File: config.mk
export PLATFORM = sky130hd
export DESIGN_NAME = div_unit
export DESIGN_NICKNAME = d
export VERILOG_FILES = /design/src/rtl/cpu_pkg.sv /design/src/rtl/div_unit.sv
export SDC_FILE = /design/constraint.sdc
export NUM_CORES = 1
export LEC_CHECK = 0
export BUFFER_PORTS_ARGS = -buffer_cell sky130_fd_sc_hd__buf_4
export CAP_MARGIN = 20
export CORE_ASPECT_RATIO = 1.75
export CORE_MARGIN = 4
export CORE_UTILIZATION = 28
export DETAILED_ROUTE_END_ITERATION = 10
export REMOVE_ABC_BUFFERS = 1
export SYNTH_ARGS = -nofsm -noshare
export SYNTH_HDL_FRONTEND = slang
export SYNTH_SLANG_ARGS = --single-unit
File: constraint.sdc
create_clock -name clk -period 6.8 [get_ports clk]
set_input_delay 1.36 -clock clk [delete_from_list [all_inputs] [get_ports clk]]
set_output_delay 1.36 -clock clk [all_outputs]
set_load 0.005 [all_outputs]
File: src/rtl/cpu_pkg.sv
// Shared CPU types: divider op encoding, divider FSM states and the iteration count.
package cpu_pkg;

    localparam int DIV_ITER = 32;

    typedef enum logic [1:0] {
        OP_DIV  = 2'd0,
        OP_DIVU = 2'd1,
        OP_REM  = 2'd2,
        OP_REMU = 2'd3
    } div_op_e;

    typedef enum logic [1:0] {
        S_IDLE = 2'd0,
        S_CALC = 2'd1,
        S_FIX  = 2'd2,
        S_DONE = 2'd3
    } div_state_e;

    function automatic logic op_is_signed(input div_op_e o);
        return (o == OP_DIV) || (o == OP_REM);
    endfunction

    function automatic logic op_is_rem(input div_op_e o);
        return (o == OP_REM) || (o == OP_REMU);
    endfunction

endpackage

File: src/rtl/div_unit.sv
// Iterative radix-2 restoring divider (DIV/DIVU/REM/REMU), one quotient bit per cycle.
// Optional macro DIV_EARLY_OUT_EN: divide-by-zero and signed overflow finish straight from IDLE.
import cpu_pkg::*;

module div_unit #(
    parameter int XLEN = 32
) (
    input  logic            clk,
    input  logic            rst,
    input  logic            start,
    input  logic [1:0]      op,
    input  logic [XLEN-1:0] in1,
    input  logic [XLEN-1:0] in2,
    output logic [XLEN-1:0] out,
    output logic            busy,
    output logic            done,
    output div_state_e      dbg_state
);

    localparam int CW = $clog2(DIV_ITER);
    localparam logic [CW-1:0]   LAST_CNT = CW'(DIV_ITER - 1);
    localparam logic [XLEN-1:0] INT_MIN  = {1'b1, {(XLEN-1){1'b0}}};
    localparam logic [XLEN-1:0] ALL_ONES = {XLEN{1'b1}};

    div_state_e      state_q, state_d;
    div_op_e         op_q, op_d;
    logic            sign1_q, sign1_d;
    logic            sign2_q, sign2_d;
    logic            zero_q, zero_d;
    logic            ovf_q, ovf_d;
    logic [XLEN-1:0] dvd_q, dvd_d;
    logic [XLEN-1:0] dvs_q, dvs_d;
    logic [XLEN-1:0] quo_q, quo_d;
    logic [XLEN-1:0] rem_q, rem_d;
    logic [XLEN-1:0] out_q, out_d;
    logic [CW-1:0]   cnt_q, cnt_d;

    // Result for the two special operand pairs: zero divisor wins over overflow.
    function automatic logic [XLEN-1:0] forced_result(input div_op_e o,
                                                       input logic [XLEN-1:0] dividend,
                                                       input logic is_zero);
        if (is_zero) return op_is_rem(o) ? dividend : ALL_ONES;
        return op_is_rem(o) ? '0 : INT_MIN;
    endfunction

    div_op_e         in_op;
    logic            in_signed;
    logic            in_sign1;
    logic            in_sign2;
    logic            in_zero;
    logic            in_ovf;

    always_comb begin
        in_op     = div_op_e'(op);
        in_signed = op_is_signed(in_op);
        in_sign1  = in_signed & in1[XLEN-1];
        in_sign2  = in_signed & in2[XLEN-1];
        in_zero   = (in2 == '0);
        in_ovf    = in_signed && (in1 == INT_MIN) && (in2 == ALL_ONES);
    end

    // One restoring step: shift {rem,quo} left, trial-subtract, keep if non-negative.
    logic [XLEN:0]   rem_sh;
    logic [XLEN:0]   diff;
    logic            q_bit;
    logic [XLEN-1:0] step_rem;
    logic [XLEN-1:0] step_quo;

    always_comb begin
        rem_sh   = {rem_q, quo_q[XLEN-1]};
        diff     = rem_sh - {1'b0, dvs_q};
        q_bit    = ~diff[XLEN];
        step_rem = q_bit ? diff[XLEN-1:0] : rem_sh[XLEN-1:0];
        step_quo = {quo_q[XLEN-2:0], q_bit};
    end

    logic [XLEN-1:0] q_fix;
    logic [XLEN-1:0] r_fix;
    logic [XLEN-1:0] fix_result;

    always_comb begin
        q_fix = (sign1_q ^ sign2_q) ? (~quo_q + 1'b1) : quo_q;
        r_fix = sign1_q ? (~rem_q + 1'b1) : rem_q;
        if (zero_q || ovf_q) begin
            fix_result = forced_result(op_q, dvd_q, zero_q);
        end else begin
            fix_result = op_is_rem(op_q) ? r_fix : q_fix;
        end
    end

    always_comb begin
        state_d = state_q;
        op_d    = op_q;
        sign1_d = sign1_q;
        sign2_d = sign2_q;
        zero_d  = zero_q;
        ovf_d   = ovf_q;
        dvd_d   = dvd_q;
        dvs_d   = dvs_q;
        quo_d   = quo_q;
        rem_d   = rem_q;
        out_d   = out_q;
        cnt_d   = cnt_q;

        case (state_q)
            S_IDLE: begin
                if (start) begin
                    op_d    = in_op;
                    sign1_d = in_sign1;
                    sign2_d = in_sign2;
                    zero_d  = in_zero;
                    ovf_d   = in_ovf;
                    dvd_d   = in1;
                    quo_d   = in_sign1 ? (~in1 + 1'b1) : in1;
                    dvs_d   = in_sign2 ? (~in2 + 1'b1) : in2;
                    rem_d   = '0;
                    cnt_d   = '0;
                    state_d = S_CALC;
`ifdef DIV_EARLY_OUT_EN
                    if (in_zero || in_ovf) begin
                        out_d   = forced_result(in_op, in1, in_zero);
                        state_d = S_DONE;
                    end
`endif
                end
            end
            S_CALC: begin
                rem_d = step_rem;
                quo_d = step_quo;
                cnt_d = cnt_q + 1'b1;
                if (cnt_q == LAST_CNT) state_d = S_FIX;
            end
            S_FIX: begin
                out_d   = fix_result;
                state_d = S_DONE;
            end
            S_DONE: begin
                state_d = S_IDLE;
            end
            default: state_d = S_IDLE;
        endcase
    end

    always_ff @(posedge clk) begin
        if (rst) begin
            state_q <= S_IDLE;
            op_q    <= OP_DIV;
            sign1_q <= 1'b0;
            sign2_q <= 1'b0;
            zero_q  <= 1'b0;
            ovf_q   <= 1'b0;
            dvd_q   <= '0;
            dvs_q   <= '0;
            quo_q   <= '0;
            rem_q   <= '0;
            out_q   <= '0;
            cnt_q   <= '0;
        end else begin
            state_q <= state_d;
            op_q    <= op_d;
            sign1_q <= sign1_d;
            sign2_q <= sign2_d;
            zero_q  <= zero_d;
            ovf_q   <= ovf_d;
            dvd_q   <= dvd_d;
            dvs_q   <= dvs_d;
            quo_q   <= quo_d;
            rem_q   <= rem_d;
            out_q   <= out_d;
            cnt_q   <= cnt_d;
        end
    end

    assign out       = out_q;
    assign busy      = (state_q != S_IDLE);
    assign done      = (state_q == S_DONE);
    assign dbg_state = state_q;

endmodule

==> impl_metrics.tcl <==
set metrics [dict create \
    max_freq_mhz 270 \
    grt_pass1_vias 11300 \
    worst_slew_pin_slew_ns 1.18 \
    dp_hpwl_mm 31.0 \
    die-height_um 280 \
    initial_core_util_pct 28.4 \
    clkLatencyLatePin_ns 0.46 \
    drv_slew 0 \
    cts_resized 0 \
    grt_pass1_wl_mm 62.2 \
    critPathRequiredTime_ns 7.15 \
    clk_path_buf_depth 2 \
    p_leak_nw 5.40 \
    min_period_ns 3.71 \
    yosysTopAreaCell "dfxtp_1" \
    reg2reg_depth 12 \
    grt_overflow 0 \
    clock-skew-final_ns 0.0117 \
    n_antenna_cell 0 \
    cts_root_buf "clkbuf_16" \
    synth-edff-count 0 \
    syn_area_mm2 0.0119 \
    ios 105 \
    max_cap_violations 0 \
    fin_nets 1741 \
    port_buffers 104 \
    synth_top_area_share_pct 29.0 \
    antenna_left 0 \
    post_route_cells_drive_above_1_share_pct 10.8 \
    cts_sinks 172 \
    ys_ff_latch 172 \
    crit_path_start_kind "flip-flop" \
    synth_area_per_cell_um2 7.46 \
    fin_tns_setup_ns 0 \
    finalPower_mw 5.11 \
    synthSimpleGateAreaFrac_pct 20.7 \
    holdPathEnd "dvd_q[25]" \
    setup_viol 0 \
    gp_congestion 0.916 \
    synth_seq_area_share_pct 29.0 \
    vdd_drop_max_mv 0.164 \
    die_w_um 164 \
    routedWlPerCell_um 18.5 \
    end_kind "flip-flop" \
    cts_htree_levels 4 \
    cts_setup_buffers 0 \
    maxSlewHeadroom_pct 21.5 \
    ys_warn_count 0 \
    crit_arrival_ns 4.06 \
    hold_viol 0 \
    crit_fanout 32 \
    viasPerCell 5.28 \
    outcome "finished clean" \
    min_period_over_period_pct 54.6 \
    synth-async-reset-ratio_pct 0 \
    muxShareOfSynthArea_pct 3.21 \
    startpoint "quo_q[31]" \
    fin_ws_ns 3.09 \
    track_usage_pct 17.3 \
    reg2reg_to "rem_q[1]" \
    wirelength_mm 40.7 \
    grt_max_degree 59 \
    dieArea_mm2 0.0459 \
    synth_top_family_by_area "compound AO/OA/AOI/OAI gates" \
    synth_compound_area_share_pct 26.4 \
    core_mm2 0.0419 \
    drt-initial-drc-count 695 \
    synthCells 1592 \
    antenna_found_initial 0 \
    tritoncts "done" \
    preCtsSetupSlack_ns 2.71 \
    rsz0062_at_grt "no" \
    synth_most_common_cell "nand2_1" \
    path_class "flip-flop to flip-flop" \
    drc 0 \
    yosys.area_share.xor_xnor_pct 10.6 \
    rows 99 \
    synth_cell_type_count 72 \
    cts.clk_slew.worst_paths_ns 0.07 \
    hold_start "dvd_q[25]" \
    ys.flop_type "dfxtp_1" \
    first_pass_iters 5 \
    vias 11600 \
    cts_hold_buf 0 \
    power_density_mw_per_mm2 373 \
    hold_path.class "flip-flop to flip-flop" \
    r2r_slack_ns 3.09 \
    cts_made_buffers 17 \
    syn2layout_area_growth_pct 15.4 \
    synthTopCellsByArea "dfxtp_1 29%, nand2_1 7.1%, a21oi_1 6.3%" \
    timing.rr.start "quo_q[31]" \
    hold_depth 2 \
    ys_top_cells_by_count "223 x nand2_1, 172 x dfxtp_1, 149 x a21oi_1" \
    synth-adder-area-share_pct 4.70 \
]
-- routing by layer --
layer	GRT usage (%)	share of wire, %
met2	32.1	52
met4	9.99	5.3
met3	1.71	3.4
met1	18.8	39
met5	0	0
-- cell families after synthesis --
kind of cell,count (synthesis)
AO/OA/AOI/OAI,499
XOR/XNOR,144
adder cells (fa/ha/maj),44
buffers and inverters,169
flip-flops,172
multiplexers,38
AND/OR/NAND/NOR,526
-- how the worst max path moves through the flow --
stage	to	depth (start not counted)
6_report	rem_q[1]	12
4_1_cts	rem_q[2]	12
5_1_grt	rem_q[6]	12
2_1_floorplan	quo_q[1]	4
3_5_place_dp	dvs_q[26]	9
3_3_place_gp	dvs_q[25]	9
-- cell type report --
class                      instances  area, um^2
tap                              555         694
clock inverter                    12         161
clock buffer                      20         447
timing repair buffer             123         923
fill                            4574       28200
inverter                          63         236
multi-input combinational       1251        7800
sequential                       172        3440
-- state kept, by name, indices dropped and copies added, names as in the netlist --
signal	flops
sign1_q	1
zero_q	1
dvs_q	32
out	32
cnt_q	5
dvd_q	32
ovf_q	1
sign2_q	1
dbg_state	2
quo_q	32
op_q	1
rem_q	32
-- cells in the final DEF, fill, tap and decap left out, types with 6 or more instances in the layout --
master / netlist / layout
o31ai_1: 21 / 21
nand2b_1: 21 / 21
o21ai_0: 129 / 129
inv_1: 62 / 62
a21o_1: 12 / 12
xnor2_1: 79 / 79
nor2b_1: 10 / 10
nor2_1: 127 / 127
buf_4: 0 / 123
o211ai_1: 21 / 21
nor4_1: 14 / 14
o21a_1: 11 / 11
nand3_1: 14 / 14
or4_1: 12 / 12
a21oi_1: 149 / 148
ha_1: 43 / 42
o41ai_1: 12 / 12
mux2i_1: 37 / 37
and3_1: 9 / 9
xor2_1: 65 / 65
nand2_1: 223 / 223
nor3b_1: 6 / 6
a311oi_1: 8 / 8
o31a_1: 7 / 7
nand4_1: 18 / 18
a211oi_1: 33 / 33
o22ai_1: 9 / 9
clkbuf_16: 0 / 17
a32oi_1: 8 / 8
a31oi_1: 21 / 21
and2_1: 7 / 6
dfxtp_1: 172 / 172
or2_2: 8 / 8
nor3_1: 18 / 18
or3_1: 17 / 17
and4_1: 6 / 6
-- report_power, final --
group / switching, mW / leakage (nW) / total (mW) / internal (mW)
sequential: 0.231 / 1.41 / 1.48 / 1.25
clock: 0.442 / 0.288 / 1.03 / 0.591
combinational: 1.59 / 3.71 / 2.60 / 1.01
total: 2.27 / 5.40 / 5.11 / 2.85
-- critical path: stages, from the launching register on --
cell	delay, ns
dfxtp_1	0.34
inv_1	0.25
ha_1	0.25
fa_1	0.21
nand2b_1	0.14
a21oi_1	0.13
o21ai_0	0.49
a21oi_1	0.28
or4_1	0.60
nand3_1	0.09
buf_4	0.41
mux2i_1	0.16
a22o_1	0.22
-- stage by stage --
stage / instance area, um^2 / util, % / hold WS, ns / instances
after floorplan: 11500 / - / 0.425 / 1486
after global placement: 13100 / 31.3 / 0.437 / 2164
after detailed placement: 13100 / 31.3 / 0.445 / 2164
after CTS: 13700 / 32.7 / 0.456 / 2196
after global routing: 13700 / 32.7 / 0.476 / 2196
final: 13700 / 32.7 / 0.453 / 2196
Power figures use the tool's default switching activity.
